--- config.mk ---
export PLATFORM = sky130hd
export DESIGN_NAME = aes_subbytes_serial
export DESIGN_NICKNAME = d
export VERILOG_FILES = /design/src/rtl/aes_subbytes_serial.sv
export SDC_FILE = /design/constraint.sdc
export NUM_CORES = 1
export LEC_CHECK = 0
export BUFFER_PORTS_ARGS = -buffer_cell sky130_fd_sc_hd__buf_2
export CAP_MARGIN = 10
export CORE_ASPECT_RATIO = 1.25
export CORE_MARGIN = 1.5
export CORE_UTILIZATION = 50
export CTS_CLUSTER_DIAMETER = 100
export DETAILED_ROUTE_END_ITERATION = 10
export GPL_TIMING_DRIVEN = 0
export PLACE_DENSITY = 0.77
export SLEW_MARGIN = 10
export SYNTH_ARGS = -nofsm -noshare
export SYNTH_HDL_FRONTEND = slang
export SYNTH_SLANG_ARGS = --single-unit
--- constraint.sdc ---
create_clock -name clk -period 7 [get_ports clk]
set_clock_uncertainty 0.15 [all_clocks]
set_input_delay 0 -clock clk [delete_from_list [all_inputs] [get_ports clk]]
set_output_delay 0 -clock clk [all_outputs]
set_load 0.02 [all_outputs]
--- src/rtl/aes_subbytes_serial.sv ---
// aes_subbytes_serial: AES SubBytes on a 128-bit state using one shared S-box,
// one byte per cycle. Optional macro AES_SBOX_OUT_REG_EN registers the S-box
// output before writeback, which adds one cycle to RUN.

// FIPS-197 forward S-box as a combinational lookup.
module aes_sbox (
    input  logic [7:0] din,
    output logic [7:0] dout
);
    localparam logic [7:0] SBOX_TABLE [256] = '{
        8'h63, 8'h7c, 8'h77, 8'h7b, 8'hf2, 8'h6b, 8'h6f, 8'hc5, 8'h30, 8'h01, 8'h67, 8'h2b, 8'hfe, 8'hd7, 8'hab, 8'h76,
        8'hca, 8'h82, 8'hc9, 8'h7d, 8'hfa, 8'h59, 8'h47, 8'hf0, 8'had, 8'hd4, 8'ha2, 8'haf, 8'h9c, 8'ha4, 8'h72, 8'hc0,
        8'hb7, 8'hfd, 8'h93, 8'h26, 8'h36, 8'h3f, 8'hf7, 8'hcc, 8'h34, 8'ha5, 8'he5, 8'hf1, 8'h71, 8'hd8, 8'h31, 8'h15,
        8'h04, 8'hc7, 8'h23, 8'hc3, 8'h18, 8'h96, 8'h05, 8'h9a, 8'h07, 8'h12, 8'h80, 8'he2, 8'heb, 8'h27, 8'hb2, 8'h75,
        8'h09, 8'h83, 8'h2c, 8'h1a, 8'h1b, 8'h6e, 8'h5a, 8'ha0, 8'h52, 8'h3b, 8'hd6, 8'hb3, 8'h29, 8'he3, 8'h2f, 8'h84,
        8'h53, 8'hd1, 8'h00, 8'hed, 8'h20, 8'hfc, 8'hb1, 8'h5b, 8'h6a, 8'hcb, 8'hbe, 8'h39, 8'h4a, 8'h4c, 8'h58, 8'hcf,
        8'hd0, 8'hef, 8'haa, 8'hfb, 8'h43, 8'h4d, 8'h33, 8'h85, 8'h45, 8'hf9, 8'h02, 8'h7f, 8'h50, 8'h3c, 8'h9f, 8'ha8,
        8'h51, 8'ha3, 8'h40, 8'h8f, 8'h92, 8'h9d, 8'h38, 8'hf5, 8'hbc, 8'hb6, 8'hda, 8'h21, 8'h10, 8'hff, 8'hf3, 8'hd2,
        8'hcd, 8'h0c, 8'h13, 8'hec, 8'h5f, 8'h97, 8'h44, 8'h17, 8'hc4, 8'ha7, 8'h7e, 8'h3d, 8'h64, 8'h5d, 8'h19, 8'h73,
        8'h60, 8'h81, 8'h4f, 8'hdc, 8'h22, 8'h2a, 8'h90, 8'h88, 8'h46, 8'hee, 8'hb8, 8'h14, 8'hde, 8'h5e, 8'h0b, 8'hdb,
        8'he0, 8'h32, 8'h3a, 8'h0a, 8'h49, 8'h06, 8'h24, 8'h5c, 8'hc2, 8'hd3, 8'hac, 8'h62, 8'h91, 8'h95, 8'he4, 8'h79,
        8'he7, 8'hc8, 8'h37, 8'h6d, 8'h8d, 8'hd5, 8'h4e, 8'ha9, 8'h6c, 8'h56, 8'hf4, 8'hea, 8'h65, 8'h7a, 8'hae, 8'h08,
        8'hba, 8'h78, 8'h25, 8'h2e, 8'h1c, 8'ha6, 8'hb4, 8'hc6, 8'he8, 8'hdd, 8'h74, 8'h1f, 8'h4b, 8'hbd, 8'h8b, 8'h8a,
        8'h70, 8'h3e, 8'hb5, 8'h66, 8'h48, 8'h03, 8'hf6, 8'h0e, 8'h61, 8'h35, 8'h57, 8'hb9, 8'h86, 8'hc1, 8'h1d, 8'h9e,
        8'he1, 8'hf8, 8'h98, 8'h11, 8'h69, 8'hd9, 8'h8e, 8'h94, 8'h9b, 8'h1e, 8'h87, 8'he9, 8'hce, 8'h55, 8'h28, 8'hdf,
        8'h8c, 8'ha1, 8'h89, 8'h0d, 8'hbf, 8'he6, 8'h42, 8'h68, 8'h41, 8'h99, 8'h2d, 8'h0f, 8'hb0, 8'h54, 8'hbb, 8'h16
    };

    // Table lookup of the input byte.
    always_comb begin
        dout = SBOX_TABLE[din];
    end
endmodule

module aes_subbytes_serial (
    input  logic         clk,
    input  logic         rst,
    input  logic         in_valid,
    output logic         in_ready,
    input  logic [127:0] in_state,
    output logic         out_valid,
    input  logic         out_ready,
    output logic [127:0] out_state,
    output logic         busy
);
    typedef enum logic [1:0] {IDLE, RUN, DONE} fsm_t;

    fsm_t         fsm;
    logic [127:0] state_q;
    logic [3:0]   cnt;
    logic [7:0]   sbox_in;
    logic [7:0]   sbox_out;
`ifdef AES_SBOX_OUT_REG_EN
    logic [7:0]   pipe_q;
    logic         pipe_vld;
    logic [3:0]   wr_idx;
    logic         rd_done;
`endif

    aes_sbox u_sbox (
        .din  (sbox_in),
        .dout (sbox_out)
    );

    // Select the byte currently being read for substitution.
    always_comb begin
        sbox_in = state_q[{cnt, 3'b000} +: 8];
    end

    assign out_state = state_q;

    // Control FSM, byte counter, state register and registered handshake outputs.
    always_ff @(posedge clk) begin
        if (rst) begin
            fsm       <= IDLE;
            cnt       <= '0;
            state_q   <= '0;
            in_ready  <= 1'b1;
            out_valid <= 1'b0;
            busy      <= 1'b0;
`ifdef AES_SBOX_OUT_REG_EN
            pipe_q    <= '0;
            pipe_vld  <= 1'b0;
            wr_idx    <= '0;
            rd_done   <= 1'b0;
`endif
        end else begin
            case (fsm)
                IDLE: begin
                    if (in_valid && in_ready) begin
                        state_q  <= in_state;
                        cnt      <= '0;
                        fsm      <= RUN;
                        in_ready <= 1'b0;
                        busy     <= 1'b1;
`ifdef AES_SBOX_OUT_REG_EN
                        pipe_q   <= '0;
                        pipe_vld <= 1'b0;
                        rd_done  <= 1'b0;
`endif
                    end
                end
                RUN: begin
`ifdef AES_SBOX_OUT_REG_EN
                    // Read side runs one byte ahead of the write side; the two
                    // indices never coincide, so the shared register is safe.
                    if (!rd_done) begin
                        pipe_q   <= sbox_out;
                        wr_idx   <= cnt;
                        pipe_vld <= 1'b1;
                        if (cnt == 4'd15) begin
                            rd_done <= 1'b1;
                        end else begin
                            cnt <= cnt + 4'd1;
                        end
                    end else begin
                        pipe_vld <= 1'b0;
                    end
                    if (pipe_vld) begin
                        state_q[{wr_idx, 3'b000} +: 8] <= pipe_q;
                        if (wr_idx == 4'd15) begin
                            fsm       <= DONE;
                            busy      <= 1'b0;
                            out_valid <= 1'b1;
                        end
                    end
`else
                    state_q[{cnt, 3'b000} +: 8] <= sbox_out;
                    if (cnt == 4'd15) begin
                        fsm       <= DONE;
                        busy      <= 1'b0;
                        out_valid <= 1'b1;
                    end else begin
                        cnt <= cnt + 4'd1;
                    end
`endif
                end
                DONE: begin
                    if (out_ready) begin
                        fsm       <= IDLE;
                        out_valid <= 1'b0;
                        in_ready  <= 1'b1;
                    end
                end
                default: begin
                    fsm       <= IDLE;
                    in_ready  <= 1'b1;
                    out_valid <= 1'b0;
                    busy      <= 1'b0;
                end
            endcase
        end
    end
endmodule
==> results of run 1 <==
## through the flow
stage,utilization,area (µm²),cells,worst slack [ns]
global placement,0.586,12600,1983,0.642
detailed placement,0.586,12600,1984,0.643
CTS,0.679,14600,2154,0.396
floorplan,-,10900,1443,2.66
## cell families after synthesis
kind of cell / after synthesis / share of synthesized area
compound gates: 595 / 0.372
simple gates: 487 / 0.213
buf+inv: 159 / 0.0709
flops: 137 / 0.251
mux: 45 / 0.0699
fa+ha+maj: 18 / 0.0206
xor+xnor: 2 / 0.00160
## layer usage
layer,global-route usage,GRT overflow
met5,0.249,1
met4,0.843,122
met3,0.689,2
met2,0.965,129
met1,0.809,2
==> metrics.md, run 1 <==
| Metric | Value |
|---|---|
| Vias in the first global route | `19700` |
| GRT Overall Usage | `0.817` |
| Main synth FF type | `dfxtp_1` |
| Global-route wire length before repair | `142000 µm` |
| Post-CTS Hold Buffers | `138` |
| Mapped Area | `0.0109 mm²` |
| Synth top area cells | `dfxtp_1, a21oi_1, nor2_1` |
| HPWL after DPL | `50400 µm` |
| Yosys top cell area share | `0.251` |
| Sink Count | `137` |
| Starting Density | `0.508` |
| Mapped Nets | `1593` |
| Status | `stopped before the end` |
| GR Overflow Total | `256` |
| Row cnt | `60` |
| Yosys cell types | `89` |
| FFs w/ async S/R, synth | `0` |
| Synth warn | `0` |
| Register area share after synthesis | `0.251` |
| Postcts setup bufs | `0` |
| Longest Clk Path Bufs | `2` |
| Io pins | `263` |
| Die H | `168 µm` |
| Pin count of the biggest net entering global routing | `18` |
| Placer Congestion | `1.24` |
| Most instantiated cells after synthesis | `a21oi_1, nor2_1, dfxtp_1` |
| Stopping stage | `global routing (5_1_grt)` |
| Cell taking the most area after synthesis | `dfxtp_1` |
| Die width | `135 µm` |
| Syn_area_per_cell | `7.57 µm²` |
| Num CTS Buffers | `17` |
| I/O Buffers | `261` |
| Run Error | `[ERROR GRT-0116] Global routing finished with congestion. Check the congestion regions in the DRC Viewer.` |
| Synthesis-stage register bit count | `137` |
| Root buffer cell | `clkbuf_16` |
| Mapped Cells | `1443` |
| Most common cell in the netlist | `a21oi_1` |
| Number of flops mapped to enable cells by yosys | `0` |
| H-tree depth | `4` |
| Post-CTS resize count | `0` |
==> inputs of run 2 (changes only) <==
Settings changed: CORE_ASPECT_RATIO 1.25 to default, CORE_UTILIZATION 50 to 35, CTS_CLUSTER_DIAMETER 100 to default, PLACE_DENSITY 0.77 to default, PLACE_DENSITY_LB_ADDON from default to 0.15.
==> run 2 against run 1 <==
Net effect:
- the run now ends clean
- synthesized cell count unchanged
- synthesized area unchanged
==> metrics.md, run 2 <==
| Metric | Value |
|---|---|
| Status | `finished clean` |
| CTS clock-pin slew for the worst setup and hold paths | `0.07 ns` |
| Worst Path Max Fanout | `15` |
| Max-cap violations | `0` |
| Critical Path Start | `cnt[2]` |
| Peak supply drop | `0.183 mV` |
| Pin count of the biggest net entering global routing | `18` |
| Register area share after synthesis | `0.251` |
| Vias | `16100` |
| Mapped Nets | `1593` |
| Max Slew Vio Count | `0` |
| Worst-Margin Slew | `1.36 ns` |
| Drt pass-1 iters | `9` |
| Worst hold start | `rst` |
| Most common cell after layout, fill and taps aside | `buf_2` |
| CP endpoint kind | `flip-flop` |
| Met3 Track Usage GR | `0.196` |
| Place WS | `-0.0388 ns` |
| Most instantiated cells after synthesis | `a21oi_1, nor2_1, dfxtp_1` |
| Final hold violations | `0` |
| Layout cell share with drive strength beyond 1 | `0.243` |
| Final setup fails | `0` |
| DP Area | `0.0128 mm²` |
| Grt met1 use | `0.585` |
| Sink Count | `137` |
| Global-route met2 utilization | `0.669` |
| Global-route wire length before repair | `110000 µm` |
| CTS tree | `built` |
| Number of flops mapped to enable cells by yosys | `0` |
| Iteration-0 DRC Markers | `2651` |
| Mapped Cells | `1443` |
| CP Launch Type | `flip-flop` |
| H-tree depth | `4` |
| Vias per cell | `7.06` |
| Yosys top cell area share | `0.251` |
| Die width | `180 µm` |
| Fill cell count | `3006` |
| Syn_area_per_cell | `7.57 µm²` |
| Area Overhead vs Synth | `34.7%` |
| Max reg flops | `128` |
| Setup tns final | `0 ns` |
| Num CTS Buffers | `17` |
| Hold depth | `2` |
| Relative max-transition margin | `0.0846` |
| Post-detailed-route count of antenna-violating nets | `0` |
| Synthesis-stage register bit count | `137` |
| Total power | `4280 µW` |
| Reg2reg path depth | `16` |
| I/O Buffers | `261` |
| FF/Latch Area | `0.00274 mm²` |
| Synth top area cells | `dfxtp_1, a21oi_1, nor2_1` |
| Drt wl/cell | `34.7 µm` |
| Fmax | `0.144 GHz` |
| Min-Delay Endpoint | `out_state[99]` |
| Multi-input logic area | `0.00742 mm²` |
| RR Startpoint | `cnt[2]` |
| RSZ-0062 raised after global routing | `no` |
| GRT Overall Usage | `0.469` |
| Most common cell in the netlist | `a21oi_1` |
| Synth warn | `0` |
| Final period util | `0.990` |
| Cell taking the most area after synthesis | `dfxtp_1` |
| Gr busiest metal | `met2` |
| Crit path required time | `7.20 ns` |
| Core area | `0.0307 mm²` |
| Final non-filler cell total | `2272` |
| DRC viols | `0` |
| Worst R2R End | `out_state[51]` |
| HPWL after DPL | `59000 µm` |
| Mapped Area | `0.0109 mm²` |
| R2R setup slack | `0.07 ns` |
| Clk_lat worst skew | `0.47 ns` |
| Io pins | `263` |
| Die H | `180 µm` |
| Longest Clk Path Bufs | `2` |
| Final worst slack | `0.0721 ns` |
| # placed instances | `2103` |
| WP data arrival | `7.13 ns` |
| Root buffer cell | `clkbuf_16` |
| WS Path Type | `reg -> reg` |
| Initial antenna violation count | `2` |
| Placer Congestion | `1.05` |
| Leakage | `0.00587 µW` |
| Worst min path class | `in -> reg` |
| Routed wire length | `78800 µm` |
| FFs w/ async S/R, synth | `0` |
| Nets | `2013` |
| Starting Density | `0.356` |
| Final antenna diode count | `0` |
| Die area | `0.0323 mm²` |
| Yosys cell types | `89` |
| Pwr dens | `291 mW/mm²` |
| Main synth FF type | `dfxtp_1` |
| Row cnt | `64` |
| Final instance area | `0.0147 mm²` |
| GR Overflow Total | `0` |
| Vias in the first global route | `15100` |
| Most frequent cells in the layout | `buf_2, a21oi_1, nor2_1` |
| Min Tclk post-route | `6.93 ns` |
==> run 2: cell counts after synthesis <==
No cell type changed its count.
==> run 2: worst max-delay path, cell delays in order (launching register included) <==
cell	delay, ns
dfxtp_1	0.31
clkbuf_1	0.32
buf_2	0.43
mux4_2	0.50
nand2_1	0.10
and4_1	0.24
buf_2	0.51
ha_1	0.24
clkbuf_1	0.70
inv_1	0.49
a21oi_2	0.55
o21ai_0	0.22
a311oi_1	0.55
nor3_1	0.18
a32oi_4	0.57
nand2_4	0.34
a2111oi_2	0.38
==> run 2: worst max-delay path by stage <==
stage | endpoint | cells past startpoint
after floorplan | out_state[6] | 18
after global placement | out_state[6] | 18
after detailed placement | out_state[6] | 18
after CTS | out_state[116] | 18
after global routing | out_state[51] | 16
final | out_state[51] | 16
==> run 2: timing repair <==
item,CTS,global route
gates resized for setup,0,5
gates cloned,0,0
endpoints found under the setup margin,10,7
buffers inserted,2,3
pin swaps,1,1
endpoints found under the hold margin,131,0
hold buffers,132,0
==> run 2: through the flow <==
| step | hold WS (ns) | utilization |
|---|---|---|
| after floorplan | -0.0196 | - |
| after global placement | 0.132 | 0.415 |
| after detailed placement | 0.140 | 0.416 |
| after CTS | 0.0677 | 0.478 |
| after global routing | 0.117 | 0.479 |
| final | 0.115 | 0.479 |
==> run 2: power breakdown <==
part	switching, µW	internal, µW	total (µW)	leakage (µW)
logic	1740	662	2400	0.00446
clock network	400	527	926	0.000276
registers	94.7	856	951	0.00113
total	2240	2050	4280	0.00587
==> run 2: metal layers <==
| layer | vias to the layer above | wire, µm |
|---|---|---|
| met5 | - | 85 |
| met4 | 4 | 6060 |
| met3 | 400 | 12100 |
| met2 | 1690 | 31600 |
| met1 | 7582 | 29000 |
| li1 | 6374 | - |
==> run 2: layout make-up <==
class / instances / area share
multi-input combinational: 1147 / 0.505
sequential: 137 / 0.187
timing repair buffer: 401 / 0.183
buffer: 147 / 0.0500
tap: 396 / 0.0337
clock buffer: 19 / 0.0294
clock inverter: 13 / 0.00979
inverter: 12 / 0.00323
==> run 2: cell families after synthesis <==
kind of cell,synth area share
buffers and inverters,0.0709
xor gates and xnor gates,0.00160
muxes,0.0699
AOI/OAI and AO/OA,0.372
and+or+nand+nor,0.213
adders and majority gates,0.0206
DFF,0.251
No activity file was read; power rests on OpenSTA's default activity.
